<file path="config.mk">
export PLATFORM = sky130hd
export DESIGN_NAME = uart_tx_fifo
export DESIGN_NICKNAME = d
export VERILOG_FILES = /design/src/rtl/uart_tx_fifo.sv
export SDC_FILE = /design/constraint.sdc
export NUM_CORES = 1
export LEC_CHECK = 0
export BUFFER_PORTS_ARGS = -buffer_cell sky130_fd_sc_hd__buf_4
export CAP_MARGIN = 10
export CORE_MARGIN = 3
export CORE_UTILIZATION = 55
export CTS_BUF_LIST = sky130_fd_sc_hd__clkbuf_8
export CTS_CLUSTER_SIZE = 14
export DETAILED_ROUTE_END_ITERATION = 8
export GPL_ROUTABILITY_DRIVEN = 0
export GPL_TIMING_DRIVEN = 0
export PLACE_DENSITY_LB_ADDON = 0.3
export SLEW_MARGIN = 20
export SYNTH_ARGS = -nofsm -noshare
export SYNTH_HDL_FRONTEND = slang
export SYNTH_SLANG_ARGS = --single-unit
</file>
<file path="constraint.sdc">
create_clock -name clk -period 3.2 [get_ports clk]
set_input_delay 0.48 -clock clk [delete_from_list [all_inputs] [get_ports clk]]
set_output_delay 0.48 -clock clk [all_outputs]
set_load 0.005 [all_outputs]
</file>
<file path="src/rtl/uart_tx_fifo.sv">
// uart_tx_fifo: buffered 8N1 UART transmitter, LSB first.
// Bytes pushed into a 2**ADDR_W deep FIFO are framed and serialised on tx_o.
// A frame is one start bit, eight data bits and STOP_BITS stop bits, each
// BIT_CYCLES = CLK_FREQ/BAUD clocks long. Transmission starts whenever the
// FIFO holds data. Queued bytes follow each other with no idle gap.
//
// Ports:
//   clk         system clock, rising edge
//   rst_ni      asynchronous active-low reset
//   wr_en_i     push wr_data_i this cycle (dropped when full)
//   wr_data_i   byte to transmit
//   full_o      FIFO holds 2**ADDR_W entries
//   empty_o     FIFO holds no entries
//   overflow_o  one-cycle pulse after a write was dropped because full
//   busy_o      high while tx_o carries a frame
//   tx_o        registered serial line, idles high
module uart_tx_fifo #(
  parameter int CLK_FREQ  = 100_000_000,
  parameter int BAUD      = 9600,
  parameter int ADDR_W    = 4,
  parameter int STOP_BITS = 1
) (
  input  logic       clk,
  input  logic       rst_ni,
  input  logic       wr_en_i,
  input  logic [7:0] wr_data_i,
  output logic       full_o,
  output logic       empty_o,
  output logic       overflow_o,
  output logic       busy_o,
  output logic       tx_o
);

  localparam int BIT_CYCLES = CLK_FREQ / BAUD;
  localparam int DEPTH      = 2 ** ADDR_W;
  localparam int CW         = (BIT_CYCLES > 1) ? $clog2(BIT_CYCLES) : 1;

  localparam logic [CW-1:0]   CYC_LAST  = CW'(BIT_CYCLES - 1);
  localparam logic [2:0]      STOP_LAST = 3'(STOP_BITS - 1);
  localparam logic [ADDR_W:0] FULL_CNT  = (ADDR_W + 1)'(DEPTH);

  typedef enum logic [1:0] {IDLE, START, DATA, STOP} state_e;

  state_e            state_q, state_d;
  logic [7:0]        mem_q [DEPTH];
  logic [ADDR_W-1:0] wr_ptr_q, wr_ptr_d;
  logic [ADDR_W-1:0] rd_ptr_q, rd_ptr_d;
  logic [ADDR_W:0]   count_q, count_d;
  logic [CW-1:0]     cyc_q, cyc_d;
  logic [2:0]        bit_idx_q, bit_idx_d;
  logic [7:0]        shift_q, shift_d;
  logic              tx_q, tx_d;
  logic              busy_q, busy_d;
  logic              overflow_q, overflow_d;
  logic              push;
  logic              pop;
  logic              bit_end;

  // FIFO status comes from the registered count only.
  assign full_o     = (count_q == FULL_CNT);
  assign empty_o    = (count_q == '0);
  assign overflow_o = overflow_q;
  assign busy_o     = busy_q;
  assign tx_o       = tx_q;

  // A full FIFO refuses the write even if the FSM pops in the same cycle.
  assign push    = wr_en_i && !full_o;
  assign bit_end = (cyc_q == CYC_LAST);

  always_comb begin
    wr_ptr_d   = wr_ptr_q;
    rd_ptr_d   = rd_ptr_q;
    count_d    = count_q;
    overflow_d = wr_en_i && full_o;
    if (push) wr_ptr_d = wr_ptr_q + ADDR_W'(1);
    if (pop)  rd_ptr_d = rd_ptr_q + ADDR_W'(1);
    case ({push, pop})
      2'b10:   count_d = count_q + (ADDR_W + 1)'(1);
      2'b01:   count_d = count_q - (ADDR_W + 1)'(1);
      default: count_d = count_q;
    endcase
  end

  // Storage carries data only, so it is not reset.
  always_ff @(posedge clk) begin
    if (push) mem_q[wr_ptr_q] <= wr_data_i;
  end

  // FSM state register.
  always_ff @(posedge clk or negedge rst_ni) begin
    if (!rst_ni) state_q <= IDLE;
    else         state_q <= state_d;
  end

  // Next state, bit timing and pop decisions.
  always_comb begin
    state_d   = state_q;
    cyc_d     = cyc_q;
    bit_idx_d = bit_idx_q;
    shift_d   = shift_q;
    pop       = 1'b0;
    case (state_q)
      IDLE: begin
        if (!empty_o) begin
          pop     = 1'b1;
          shift_d = mem_q[rd_ptr_q];
          cyc_d   = '0;
          state_d = START;
        end
      end
      START: begin
        if (bit_end) begin
          cyc_d     = '0;
          bit_idx_d = '0;
          state_d   = DATA;
        end else begin
          cyc_d = cyc_q + CW'(1);
        end
      end
      DATA: begin
        if (bit_end) begin
          cyc_d   = '0;
          shift_d = {1'b0, shift_q[7:1]};
          if (bit_idx_q == 3'd7) begin
            bit_idx_d = '0;
            state_d   = STOP;
          end else begin
            bit_idx_d = bit_idx_q + 3'd1;
          end
        end else begin
          cyc_d = cyc_q + CW'(1);
        end
      end
      STOP: begin
        if (bit_end) begin
          cyc_d = '0;
          if (bit_idx_q == STOP_LAST) begin
            bit_idx_d = '0;
            // Chain straight into the next frame when data is waiting.
            if (!empty_o) begin
              pop     = 1'b1;
              shift_d = mem_q[rd_ptr_q];
              state_d = START;
            end else begin
              state_d = IDLE;
            end
          end else begin
            bit_idx_d = bit_idx_q + 3'd1;
          end
        end else begin
          cyc_d = cyc_q + CW'(1);
        end
      end
      default: state_d = IDLE;
    endcase
  end

  // Line level and busy are registered, so both trail the state by one
  // clock and stay aligned with each other for the whole frame.
  always_comb begin
    tx_d   = 1'b1;
    busy_d = 1'b1;
    case (state_q)
      IDLE:    busy_d = 1'b0;
      START:   tx_d   = 1'b0;
      DATA:    tx_d   = shift_q[0];
      default: tx_d   = 1'b1;
    endcase
  end

  always_ff @(posedge clk or negedge rst_ni) begin
    if (!rst_ni) begin
      wr_ptr_q   <= '0;
      rd_ptr_q   <= '0;
      count_q    <= '0;
      cyc_q      <= '0;
      bit_idx_q  <= '0;
      tx_q       <= 1'b1;
      busy_q     <= 1'b0;
      overflow_q <= 1'b0;
    end else begin
      wr_ptr_q   <= wr_ptr_d;
      rd_ptr_q   <= rd_ptr_d;
      count_q    <= count_d;
      cyc_q      <= cyc_d;
      bit_idx_q  <= bit_idx_d;
      tx_q       <= tx_d;
      busy_q     <= busy_d;
      overflow_q <= overflow_d;
    end
  end

  always_ff @(posedge clk) begin
    shift_q <= shift_d;
  end

endmodule

</file>
# Word-level counts from Yosys, hierarchy flattened
# Memories as Yosys holds them, arrays and structs flattened.
# Index checks and enable logic that the tools add are counted.
[word_totals]
reg_bits = 43
ramBits = 128
in_bits = 11
output_inout_bits = 5
wordCells = 75
mem_count = 1
[op_classes]
addsub = 6
eq_ne = 14
muxes = 31
reduce_logical = 13
[memory_table]
columns = ["name", "words", "width", "rd", "rd_clocked_by_memory_dff", "write_ports", "line_no", "text"]
rows = [
  ["mem_q", 16, 8, 1, 0, 1, "45", "logic [7:0] mem_q [DEPTH];"],
]
[op_table]
columns = ["cell", "n"]
rows = [
  ["$mux 8", 4],
  ["$mux 14", 2],
  ["$pmux 14 s2", 1],
  ["$pmux 8 s3", 1],
  ["$mux 3", 5],
  ["$add 14x1->14 const B", 1],
  ["$eq 14x14->1 const B", 1],
  ["$mux 2", 6],
  ["$ne 2x2->1 const B", 6],
  ["$pmux 5 s2", 1],
  ["$pmux 3 s3", 1],
  ["$add 4x1->4 const B", 2],
  ["$pmux 2 s4", 1],
  ["$reduce_and 4->1", 2],
  ["$mux 1", 7],
  ["$eq 2x2->1 const B", 3],
  ["$reduce_and 6->1", 1],
  ["$reduce_bool 3->1", 2],
  ["$add 5x1->5 const B", 1],
  ["$eq 5x5->1 const B", 1],
  ["$logic_not 5->1", 1],
  ["$sub 5x1->5 const B", 1],
  ["$eq 2x1->1 const B", 2],
  ["$pmux 1 s2", 2],
  ["other kinds (8)", 9],
]

# Longest topological paths before layout
# Gate-level depths: netlist (run 1).
[logic_depth]
word_depth = 7
mapped_depth = 13
ltp_nobuf = 13

# Worst setup path after synthesis (run 1)
# OpenSTA, ideal clock, no wires.
[synth_timing]
path_kind = "register -> register"
from = "register cyc_q[4]"
to = "register count_q[4]"
setup_time_ps = 132
arrival_time_ps = 3382
t_required_ps = 3068
path_slack_ps = -314
stages_incl_launch_ff = 14
path_buffers = 2
synth_period_minus_slack_ps = 3514
cell_sequence = "dfrtp_1 -> buf_6 -> or4_4 -> or4_1 -> buf_2 -> o22ai_2 -> ha_1 -> inv_1 -> fa_1 -> nor2b_1 -> o21ai_0 -> nand3_1 -> or3b_2 -> xnor2_1"
[synth_between]
elab_chain_cells = 5
word_cells_on_any_way = 7
cone_classes = "eq/ne (3); mux (3); reduce/logical (1)"
[synth_rtl]
columns = ["item", "line_no", "text"]
rows = [
  ["start: declaration", "49", "logic [CW-1:0] cyc_q, cyc_d;"],
  ["start signal: assignment", "185", "cyc_q <= cyc_d;"],
  ["$eq 14x14->1 (*)", "68", "assign bit_end = (cyc_q == CYC_LAST);"],
  ["$mux 1 (*)", "135", "if (bit_end) begin"],
  ["$pmux 1 s2 (*)", "102", "case (state_q)"],
  ["via pop", "56", "logic pop;"],
  ["$eq 2x1->1 / $eq 2x2->1 (equally long branches)", "77", "case ({push, pop})"],
  ["$pmux 5 s2 / $reduce_bool 2->1 (equally long branches)", "--", ""],
  ["end signal: assignment", "184", "count_q <= count_d;"],
  ["end: declaration", "48", "logic [ADDR_W:0] count_q, count_d;"],
]
# Mark *: on every way through the listed nets, which the timed path passes. The rest lies on a longest branch.
# A chain may end at the register's enable or synchronous reset.

# Worst setup path after layout (run 1)
[layout_timing]
from = "register cyc_q[12]"
to = "register count_q[4]"
# Same word-level chain as after synthesis.

==> results of run 1 <==
metrics by stage:
stage	instance area, sq um	hold slack [ns]	total power, mW	TNS [ns]
after global routing	8230	0.243	7.34	-0.0465
after global placement	7700	0.455	5.35	-0.175
after CTS	8170	0.239	6.92	0
after detailed placement	7720	0.465	5.46	-0.216
final	8230	0.264	6.93	0
after floorplan	7370	0.184	4.79	0
cell families (layout without fill, tap and decap cells):
kind of cell | Yosys count | count (layout)
AND/OR/NAND/NOR | 107 | 107
buffers and inverters | 41 | 100
multiplexers | 51 | 51
XOR/XNOR | 16 | 16
adder cells (fa/ha/maj) | 20 | 20
flip-flops | 171 | 171
AO/OA/AOI/OAI | 57 | 57
what timing repair did:
item,CTS,global route
endpoints found under the hold margin,34,0
gates resized for setup,5,8
hold buffers,1,0
pin swaps,7,5
buffers inserted,7,5
setup endpoints to repair,1,2
report_power, final:
| part | internal [mW] | switching, mW | total [mW] |
|---|---|---|---|
| Clock | 0.629 | 0.800 | 1.43 |
| Sequential | 2.83 | 0.168 | 3.00 |
| Combinational | 1.10 | 1.40 | 2.49 |
final cells by class:
cell class	instances	area, sq um	share of cell area, %
Buffer	22	98.8	1.20
Clock buffer	17	234	2.84
Clock inverter	15	138	1.67
Inverter	18	70.1	0.851
Multi-Input combinational cell	251	2300	27.9
Sequential cell	171	4960	60.3
Tap cell	172	215	2.61
Timing Repair Buffer	28	213	2.58
layout by cell type, fill, tap and decap left out, types with 6 or more instances in the layout:
master / count
sky130_fd_sc_hd__edfxtp_1: 136
sky130_fd_sc_hd__mux4_2: 33
sky130_fd_sc_hd__dfrtp_1: 32
sky130_fd_sc_hd__nor2_1: 30
sky130_fd_sc_hd__buf_4: 27
sky130_fd_sc_hd__nand2_1: 25
sky130_fd_sc_hd__o21ai_0: 23
sky130_fd_sc_hd__inv_1: 17
sky130_fd_sc_hd__a21oi_1: 17
sky130_fd_sc_hd__clkbuf_8: 17
sky130_fd_sc_hd__clkbuf_1: 16
sky130_fd_sc_hd__ha_1: 16
sky130_fd_sc_hd__xnor2_1: 13
sky130_fd_sc_hd__mux2i_1: 9
sky130_fd_sc_hd__mux2_2: 9
sky130_fd_sc_hd__nand2b_1: 7
sky130_fd_sc_hd__nand3_1: 6
state kept, by name (all words and copies together) (netlist names):
register    count
count_q         5
mem_q         128
wr_ptr_q        4
bit_idx_q       3
rd_ptr_q        4
state_q         2
overflow_o      1
tx_o            1
shift_q         8
busy_o          1
cyc_q          14
critical path: cells and delay by family, from the launching register on:
family                   cells  cell delay, ns
AND/OR/NAND/NOR              5            1.64
flip-flops                   1            0.40
XOR/XNOR                     1            0.12
AO/OA/AOI/OAI                2            0.28
adder cells (fa/ha/maj)      2            0.56
buffers and inverters        1            0.05
routing by layer:
layer  share of wire [%]  routed length, um  global-route usage [%]
met1                  43               5870                    27.9
met2                  50               6800                    31.4
met3                 6.0                828                    5.78
met4                 1.5                209                    5.95
met5                   0                  0                       0
worst max path at each step:
stage,startpoint,endpoint,slack [ns]
after CTS,cyc_q[9],count_q[4],0.01
final,cyc_q[12],count_q[4],0.03
after floorplan,cyc_q[4],count_q[4],0.008
after global routing,cyc_q[12],count_q[4],-0.04
after detailed placement,cyc_q[0],count_q[4],-0.22
after global placement,cyc_q[0],count_q[4],-0.17
==> impl_results.rst, run 1 <==
.. list-table::
   :header-rows: 1

   * - Metric
     - Value
   * - Post-DR wirelength/cell
     - 19.7 um
   * - R2R cell count
     - 11
   * - WS Path Type
     - flop to flop
   * - Leading post-synthesis cells by cell area
     - sky130_fd_sc_hd__edfxtp_1, sky130_fd_sc_hd__dfrtp_1, sky130_fd_sc_hd__mux4_2
   * - Share of the clock period used by the worst path after layout
     - 99.0%
   * - Destination of the worst register-to-register timing path
     - count_q[4]
   * - Transition at the pin with the smallest max-transition slack
     - 0.935 ns
   * - Min cycle time layout
     - 3.17 ns
   * - Dominant cell type by area after synthesis
     - sky130_fd_sc_hd__edfxtp_1
   * - HPWL Detailed
     - 8.73 mm
   * - Main combinational cell family by area after synthesis
     - multiplexers
   * - R2r setup slk
     - 0.03 ns
   * - Number of port buffers
     - 15
   * - Max-Cap Viols
     - 0
   * - Async SR Flop Fraction
     - 20.5%
   * - Number of global-route vias before repair
     - 4050
   * - Wire length of the first global-routing pass
     - 21.6 mm
   * - Power density of the placed cells
     - 841 nW/um^2
   * - Number of fillers in the final layout
     - approximately 900
   * - Worst Hold Endpoint
     - overflow_o
   * - Placed cell count
     - 650
   * - Most frequent cell after synthesis
     - sky130_fd_sc_hd__edfxtp_1
   * - Leakage
     - roughly 2.9 nW
   * - Vertical die dimension
     - 122 um
   * - Netlist area before placement
     - 7340 sq um
   * - Synth Area in XOR/XNOR
     - under 10%
   * - Via Count
     - 4133
   * - Number of iterations in the first detailed-routing pass
     - 5
   * - Insertion delay of the later-clocked pin in the worst-skew pair
     - 0.46 ns
   * - Endpoint required time on the critical path
     - roughly 3.5 ns
   * - Overall routing resource usage
     - 20.1%
   * - Largest incremental delay on the critical path
     - roughly 0.54 ns
   * - Drt first-iter violations
     - 433
   * - TritonCTS buffer count
     - 17
   * - Pin count of the biggest net entering global routing
     - 36
   * - Share of synthesized area occupied by flip-flops and latches
     - 67.6%
   * - Post-Synthesis Mean Instance Area
     - ~16 sq um
   * - Antenna violations before repair
     - 0
   * - Launch point of the worst hold path
     - wr_en_i
   * - Htree depth
     - 4
   * - Number of nets in the finished design
     - 540
   * - Crit path arrival time
     - between 3 and 4 ns
   * - Share of the synthesized area in the top cell type
     - between 50% and 60%
   * - Top-Level Pins
     - 16
   * - Clock skew
     - about 0.015 ns
   * - Fmax
     - about 320 MHz
   * - Post-synth EDFFs
     - 136
   * - Total Wirelength
     - 13.7 mm
   * - Net count after synthesis
     - 494
   * - Cell Count, Final, Fillers Out
     - 694
   * - Core Area
     - 12800 sq um
   * - Startpoint of the lowest-slack register-to-register path
     - cyc_q[12]
   * - Yosys warning total
     - 0
   * - Global route total overflow
     - 0
   * - Remaining design rule violation count
     - 0
   * - CTS tree
     - yes
   * - Clock root buffer master
     - sky130_fd_sc_hd__clkbuf_8
   * - Post-synthesis cell type count
     - 46
   * - Synthesis-to-layout area growth
     - 12.2%
   * - Final core utilization
     - approximately 64%
   * - Ys flop type
     - sky130_fd_sc_hd__edfxtp_1
   * - Number of endpoints failing setup at the final stage
     - 0
   * - Clock buffer depth
     - 2
   * - Endpoint kind of the worst setup timing path
     - flop
   * - Slack of the critical path
     - 0.0317 ns
   * - Adder and majority gate portion of the synthesized area
     - under 10%
   * - Remaining antenna violation count
     - 0
   * - Sinks on the clock net
     - 171
   * - DIE AREA
     - 14800 sq um
   * - Min-Delay Path Depth
     - 2
   * - Horizontal extent of the die
     - 122 um
   * - Share of synthesized area spent on multiplexers
     - 12.7%
   * - Setup repair after global routing missed its margin
     - true
   * - Top fanout value on the critical path
     - 3
   * - Total count of max-transition violations in the final report
     - 0
   * - Slew Limit Headroom
     - 37.3%
   * - Slowest CP cell
     - sky130_fd_sc_hd__or4bb_1
   * - Area share of and/or/nand/nor cells after synthesis
     - 7.30%
   * - Register clock-pin slew on the reported worst setup and hold paths
     - ~0.10 ns
   * - Sort of element at the start of the critical path
     - flop
   * - Avg Vias per Cell
     - 5.96
   * - Worst Hold Class
     - primary input to flop
   * - Run status
     - finished clean
   * - Max VDD drop
     - 387 uV
   * - Cell Chain, Critical Path
     - or4bb_1 > or4_4 > o22ai_4 > ha_4 > inv_4 > fa_2 > nor2b_2 > o21ai_2 > nand3_1 > or3b_4 > xnor2_1
   * - Ant diodes
     - 0
   * - Standard-cell row count
     - slightly above 40
   * - Compound-Gate Fraction of Synth Area
     - 4.67%
   * - Total count of hold-check failures in the final report
     - 0
   * - Syn Inst Count
     - 463
   * - Post-place setup slack
     - -0.216 ns
   * - Post-synthesis register bit count
     - 171
   * - Effective utilization at floorplan
     - 57.2%
   * - Leading cell types by count after synthesis
     - sky130_fd_sc_hd__edfxtp_1, sky130_fd_sc_hd__dfrtp_1, sky130_fd_sc_hd__mux4_2
   * - Proportion of layout cells with a drive suffix above 1
     - 24.1%
No activity file was read; power rests on OpenSTA's default activity.
==> run 2, diff against run 1 <==
- CORE_ASPECT_RATIO: unset -> 0.5
- CORE_UTILIZATION: 55 -> 58
==> run 2 against run 1 <==
The flow now finishes with violations (setup timing). Hold slack better by 0.065 ns. Global-route usage is 1.5 points higher. Non-clock buffer count stayed put. Die area is 4.4% lower. Clock power is 8% higher. Clock-buffer cell count stayed put. Final cell count is 1.0% lower. Total power is 1.9% higher. Final area hardly changed. Flip-flop and latch count stayed put. Highest routed layer unchanged.
==> impl_results.rst, run 2 (synthesis gave the netlist of run 1 again) <==
.. list-table::
   :header-rows: 1

   * - Metric
     - Value
   * - Run status
     - finished, violations left
   * - Failing checks
     - setup timing
   * - Remaining design rule violation count
     - 0
   * - Core Area
     - 12100 sq um
   * - Top Layer Used
     - met4
   * - Registers with the most flip-flops
     - mem_q: 128 flops, cyc_q: 14 flops, shift_q: 8 flops
   * - Top-Level Pins
     - 16
   * - CP most frequent cell
     - sky130_fd_sc_hd__or4_4
   * - Number of port buffers
     - 15
   * - Commonest non-fill, non-tap cell in the layout
     - sky130_fd_sc_hd__edfxtp_1
   * - Launch point of the worst path
     - cyc_q[10]
   * - Crit path arrival time
     - 3.53 ns
   * - TritonCTS buffer count
     - 17
   * - Insertion delay of the later-clocked pin in the worst-skew pair
     - 0.46 ns
   * - Effective utilization at floorplan
     - 60.7%
   * - Number of fillers in the final layout
     - 800
   * - Overall routing resource usage
     - 21.6%
   * - WS Path Type
     - flop to flop
   * - Clock buffer depth
     - 2
   * - Setup repair after global routing missed its margin
     - true
   * - Endpoint kind of the worst setup timing path
     - flop
   * - Share of the clock period used by the worst path after layout
     - 100%
   * - Register clock-pin slew on the reported worst setup and hold paths
     - 0.10 ns
   * - Slack of the critical path
     - -0.00699 ns
   * - Remaining antenna violation count
     - 0
   * - Cell Chain, Critical Path
     - or4_4 > or4_4 > o22ai_4 > ha_4 > inv_4 > fa_2 > nor2b_2 > o21ai_2 > nand3_1 > or3b_4 > xnor2_2
   * - Total count of hold-check failures in the final report
     - 0
   * - Vertical die dimension
     - 85.5 um
   * - Max-Cap Viols
     - 0
   * - Wire length of the first global-routing pass
     - 22.4 mm
   * - Fmax
     - about 310 MHz
   * - Synthesis-to-layout area growth
     - 12.3%
   * - Pin count of the biggest net entering global routing
     - 36
   * - Global route total overflow
     - 0
   * - Number of iterations in the first detailed-routing pass
     - 5
   * - Slew Limit Headroom
     - 31.2%
   * - Detailed route wirelength on metal3
     - ~1.0 mm
   * - Post-DR wirelength/cell
     - 20.4 um
   * - Horizontal extent of the die
     - 165 um
   * - Register with the most flip-flops
     - mem_q
   * - Post-place setup slack
     - -0.213 ns
   * - Via Count
     - 4082
   * - Total routed wire length on the met1 layer
     - 6.07 mm
   * - Metal2 WL
     - 6.61 mm
   * - Largest incremental delay on the critical path
     - 0.54 ns
   * - Power density of the placed cells
     - 856 nW/um^2
   * - Setup_tns
     - -0.00699 ns
   * - Slowest CP cell
     - sky130_fd_sc_hd__or4_4
   * - Antenna violations before repair
     - 0
   * - Drt first-iter violations
     - 407
   * - Leakage
     - 2.88 nW
   * - Total count of max-transition violations in the final report
     - 0
   * - Standard-cell row count
     - 28
   * - DIE AREA
     - 14100 sq um
   * - Sinks on the clock net
     - 171
   * - Ant diodes
     - 0
   * - Top fanout value on the critical path
     - 4
   * - Clock root buffer master
     - sky130_fd_sc_hd__clkbuf_8
   * - Total Wirelength
     - ~14 mm
   * - Startpoint of the lowest-slack register-to-register path
     - cyc_q[10]
   * - Commonest cells after routing, fill and taps aside
     - sky130_fd_sc_hd__edfxtp_1, sky130_fd_sc_hd__mux4_2, sky130_fd_sc_hd__dfrtp_1, sky130_fd_sc_hd__nor2_1, sky130_fd_sc_hd__buf_4
   * - HPWL Detailed
     - slightly below 9 mm
   * - Htree depth
     - 4
   * - Launch point of the worst hold path
     - wr_data_i[7]
   * - Clock skew
     - 0.0152 ns
   * - Hold WS
     - roughly 0.33 ns
   * - Number of endpoints failing setup at the final stage
     - 1
   * - Proportion of layout cells with a drive suffix above 1
     - around 24%
   * - Worst Hold Class
     - primary input to flop
   * - Endpoint required time on the critical path
     - 3.53 ns
   * - Max VDD drop
     - 343 uV
   * - Number of nets in the finished design
     - 540
   * - Sort of element at the start of the critical path
     - flop
   * - Min cycle time layout
     - 3.21 ns
   * - Transition at the pin with the smallest max-transition slack
     - 1.02 ns
   * - Avg Vias per Cell
     - 5.94
   * - Number of global-route vias before repair
     - 4156
   * - CTS tree
     - yes
   * - Max reg flops
     - approximately 130
-- run 2: through the flow --
stage / cell area (sq um) / power [mW] / utilization (%) / instances
2_1_floorplan: 7370 / 4.79 / - / 463
3_3_place_gp: 7690 / 5.36 / 63.6 / 643
3_5_place_dp: 7710 / 5.46 / 63.8 / 643
4_1_cts: 8150 / 7.01 / 67.4 / 678
5_1_grt: 8240 / 7.49 / 68.2 / 687
6_report: 8240 / 7.06 / 68.2 / 687
-- run 2: path summary, 6_finish.rpt --
kind / depth (start not counted) / slack (ns) / end
worst min register to register: 2 / 0.49 / tx_o
max in group asynchronous: 2 / 2.33 / cyc_q[0]
worst max register to register: 11 / -0.007 / count_q[4]
worst min-delay path: 1 / 0.33 / mem_q[3][7]
worst max-delay path: 11 / -0.007 / count_q[4]
min in group asynchronous: 2 / 0.51 / cyc_q[3]
-- run 2: layer usage --
| layer | global-route usage, % | up-vias |
|---|---|---|
| li1 | - | 1858 |
| met1 | 30.4 | 2045 |
| met2 | 32.6 | 153 |
| met3 | 6.37 | 26 |
| met4 | 7.99 | 0 |
| met5 | 0 | - |
-- run 2: repair_timing --
| action | in CTS | in global routing |
|---|---|---|
| endpoints found under the hold margin | 34 | 0 |
| gates resized for setup | 1 | 9 |
| buffers inserted | 3 | 9 |
| hold buffers | 1 | 0 |
| pin swaps | 3 | 8 |
| endpoints found under the setup margin | 1 | 1 |
-- run 2: cell type report --
cell class | instances | area, sq um | share of cell area [%]
sequential | 171 | 4960 | 60.3
timing repair buffer | 28 | 213 | 2.58
tap | 165 | 206 | 2.51
clock inverter | 15 | 178 | 2.16
buffer | 22 | 92.6 | 1.12
multi-input combinational | 251 | 2280 | 27.7
inverter | 18 | 70.1 | 0.850
clock buffer | 17 | 234 | 2.84
-- run 2: critical path, delay by kind of cell (launching register included) --
| kind | cells | cell delay [ns] |
|---|---|---|
| simple gates | 5 | 1.65 |
| fa+ha+maj | 2 | 0.56 |
| xor+xnor | 1 | 0.14 |
| buf+inv | 1 | 0.04 |
| compound gates | 2 | 0.25 |
| flops | 1 | 0.44 |
-- run 2: power by group --
part	switching [mW]	leakage [nW]	internal, mW
logic	1.41	0.997	1.11
registers	0.161	1.68	2.83
clock network	0.882	0.204	0.657
total	2.45	2.88	4.60
==> run 3, diff against run 2 <==
- CAP_MARGIN: 10 -> 20
- GPL_TIMING_DRIVEN: 0 -> unset
- REMOVE_ABC_BUFFERS: unset -> 1
==> run 3 against run 2 <==
The flow now finishes without violations. Sequential power increased by 5%. Hold slack got worse by 0.059 ns. Utilization increased by 1.6 points. Non-clock buffer count increased by 16. Die area unchanged. Clock power about the same. Worst setup slack improved by 0.079 ns. Via count decreased by 0.69%. Flip-flop and latch count unchanged. First-iteration DRC count decreased by 11%. Critical path type unchanged. Highest routed layer unchanged.
==> impl_results.rst, run 3 (synthesis gave the netlist of run 1 again) <==
.. list-table::
   :header-rows: 1

   * - Metric
     - Value
   * - Wire length of the first global-routing pass
     - 22.3 mm
   * - HPWL Detailed
     - 8.92 mm
   * - Top fanout value on the critical path
     - 2
   * - Core Area
     - between 10000 and 15000 sq um
   * - Max-Cap Viols
     - 0
   * - Top-Level Pins
     - 16
   * - Standard cell area after detailed placement
     - 7920 sq um
   * - Endpoint required time on the critical path
     - about 3.5 ns
   * - Number of iterations in the first detailed-routing pass
     - 5
   * - Commonest cells after routing, fill and taps aside
     - sky130_fd_sc_hd__edfxtp_1, sky130_fd_sc_hd__buf_4, sky130_fd_sc_hd__mux4_2, sky130_fd_sc_hd__dfrtp_1, sky130_fd_sc_hd__nor2_1
   * - Startpoint of the lowest-slack register-to-register path
     - cyc_q[4]
   * - Sinks on the clock net
     - 171
   * - Insertion delay of the later-clocked pin in the worst-skew pair
     - 0.45 ns
   * - Placed cell count
     - 665
   * - WS Path Type
     - flop to flop
   * - Total power
     - 7.16 mW
   * - Via Count
     - 4054
   * - Register clock-pin slew on the reported worst setup and hold paths
     - about 0.090 ns
   * - Total count of hold-check failures in the final report
     - 0
   * - Total Wirelength
     - 13.7 mm
   * - Final core utilization
     - 69.8%
   * - Launch point of the worst path
     - cyc_q[4]
   * - Clock root buffer master
     - sky130_fd_sc_hd__clkbuf_8
   * - Global route total overflow
     - 0
   * - Launch point of the worst hold path
     - wr_en_i
   * - Max reg flops
     - 128
   * - Number of nets in the finished design
     - ~560
   * - Power density of the placed cells
     - 849 nW/um^2
   * - TritonCTS buffer count
     - 17
   * - Number of port buffers
     - 15
   * - Share of the clock period used by the worst path after layout
     - slightly below 100%
   * - Clock skew
     - 0.0147 ns
   * - Crit path arrival time
     - roughly 3.5 ns
   * - Number of fillers in the final layout
     - between 700 and 800
   * - Clock buffer depth
     - 2
   * - Post-place setup slack
     - -0.148 ns
   * - Registers with the most flip-flops
     - mem_q: 128 flops, cyc_q: 14 flops, shift_q: 8 flops
   * - Endpoint kind of the worst setup timing path
     - flop
   * - Antenna violations before repair
     - 0
   * - Standard-cell row count
     - 28
   * - Number of global-route vias before repair
     - around 4000
   * - Htree depth
     - 4
   * - Remaining design rule violation count
     - 0
   * - Vertical die dimension
     - 85.5 um
   * - Total count of max-transition violations in the final report
     - 0
   * - Cell Count, Final, Fillers Out
     - roughly 700
   * - CTS tree
     - yes
   * - DIE AREA
     - 14100 sq um
   * - Ant diodes
     - 0
   * - Transition at the pin with the smallest max-transition slack
     - 0.842 ns
   * - Horizontal extent of the die
     - 165 um
   * - Worst Hold Class
     - primary input to flop
   * - Fmax
     - 320 MHz
   * - Proportion of layout cells with a drive suffix above 1
     - 28.6%
   * - Pin count of the biggest net entering global routing
     - 36
   * - Run status
     - finished clean
   * - Overall routing resource usage
     - 21.6%
   * - Post-route standard cell area excluding fillers
     - about 8400 sq um
   * - Max VDD drop
     - 349 uV
   * - Effective utilization at floorplan
     - between 60% and 70%
   * - Remaining antenna violation count
     - 0
   * - Synthesis-to-layout area growth
     - 15.0%
   * - Leakage
     - 3.04 nW
   * - Commonest non-fill, non-tap cell in the layout
     - sky130_fd_sc_hd__edfxtp_1
   * - Number of endpoints failing setup at the final stage
     - 0
   * - Register with the most flip-flops
     - mem_q
   * - Slew Limit Headroom
     - 43.7%
   * - Sort of element at the start of the critical path
     - flop
   * - Avg Vias per Cell
     - just under 6
   * - Drt first-iter violations
     - between 300 and 400
   * - Post-DR wirelength/cell
     - 19.6 um
   * - Slack of the critical path
     - 0.0724 ns
   * - Min cycle time layout
     - approximately 3.1 ns
[run 3: cell count changes in the layout (fill, tap and decap cells not counted), sizes merged]
cell    change
inv         +2
clkbuf     -16
clkinv      -3
buf        +32
bufinv      +1
[run 3: routing by layer]
metal	GRT usage (%)	part of all wire, %
met5	0	0
met1	32.3	45
met4	8.37	1.5
met2	31.5	47
met3	4.82	6.6
[run 3: through the flow]
stage          TNS (ns)  hold slack, ns
2_1_floorplan    -0.285           0.184
3_3_place_gp    -0.0858           0.464
3_5_place_dp     -0.148           0.469
4_1_cts               0           0.238
5_1_grt         -0.0427           0.250
6_report              0           0.270
[run 3: where the power goes]
group          switching (mW)  internal [mW]  leakage (nW)
clock                   0.845          0.726         0.204
sequential              0.313           2.83          1.68
combinational            1.21           1.24          1.15
total                    2.37           4.80          3.04
[run 3: worst max-delay path, cell delays in order (launching register included)]
cell and delay, ns:
sky130_fd_sc_hd__dfrtp_1 0.39, sky130_fd_sc_hd__or4_4 0.53, sky130_fd_sc_hd__or4_4 0.53, sky130_fd_sc_hd__o22ai_4 0.19, sky130_fd_sc_hd__ha_4 0.17, sky130_fd_sc_hd__inv_2 0.05
sky130_fd_sc_hd__fa_2 0.39, sky130_fd_sc_hd__nor2b_4 0.13, sky130_fd_sc_hd__o21ai_2 0.07, sky130_fd_sc_hd__nand3_1 0.07, sky130_fd_sc_hd__or3b_4 0.37, sky130_fd_sc_hd__xnor2_1 0.12
[run 3: what timing repair did]
action,in CTS,in global routing
hold buffers,1,0
pin swaps,4,6
cloned,0,0
setup buffers,2,3
resized for setup,7,6
setup endpoints to repair,1,1
hold endpoints to repair,34,0
[run 3: worst paths after layout]
kind,slack [ns],depth (start not counted),end
min in group asynchronous,0.52,2,cyc_q[3]
worst min register to register,0.50,2,tx_o
worst max-delay path,0.07,11,count_q[4]
worst max register to register,0.07,11,count_q[4]
max in group asynchronous,2.33,2,rd_ptr_q[2]
worst min-delay path,0.27,2,overflow_o
[run 3: cell type report]
| cell class | count | area (sq um) | share of cell area [%] |
|---|---|---|---|
| clock buffers | 17 | 234 | 2.77 |
| clock inverters | 15 | 181 | 2.15 |
| inverters | 18 | 67.6 | 0.801 |
| multi-input cells | 251 | 2260 | 26.8 |
| flip-flops and latches | 171 | 4960 | 58.8 |
| well taps | 165 | 206 | 2.45 |
| repair buffers | 66 | 523 | 6.20 |
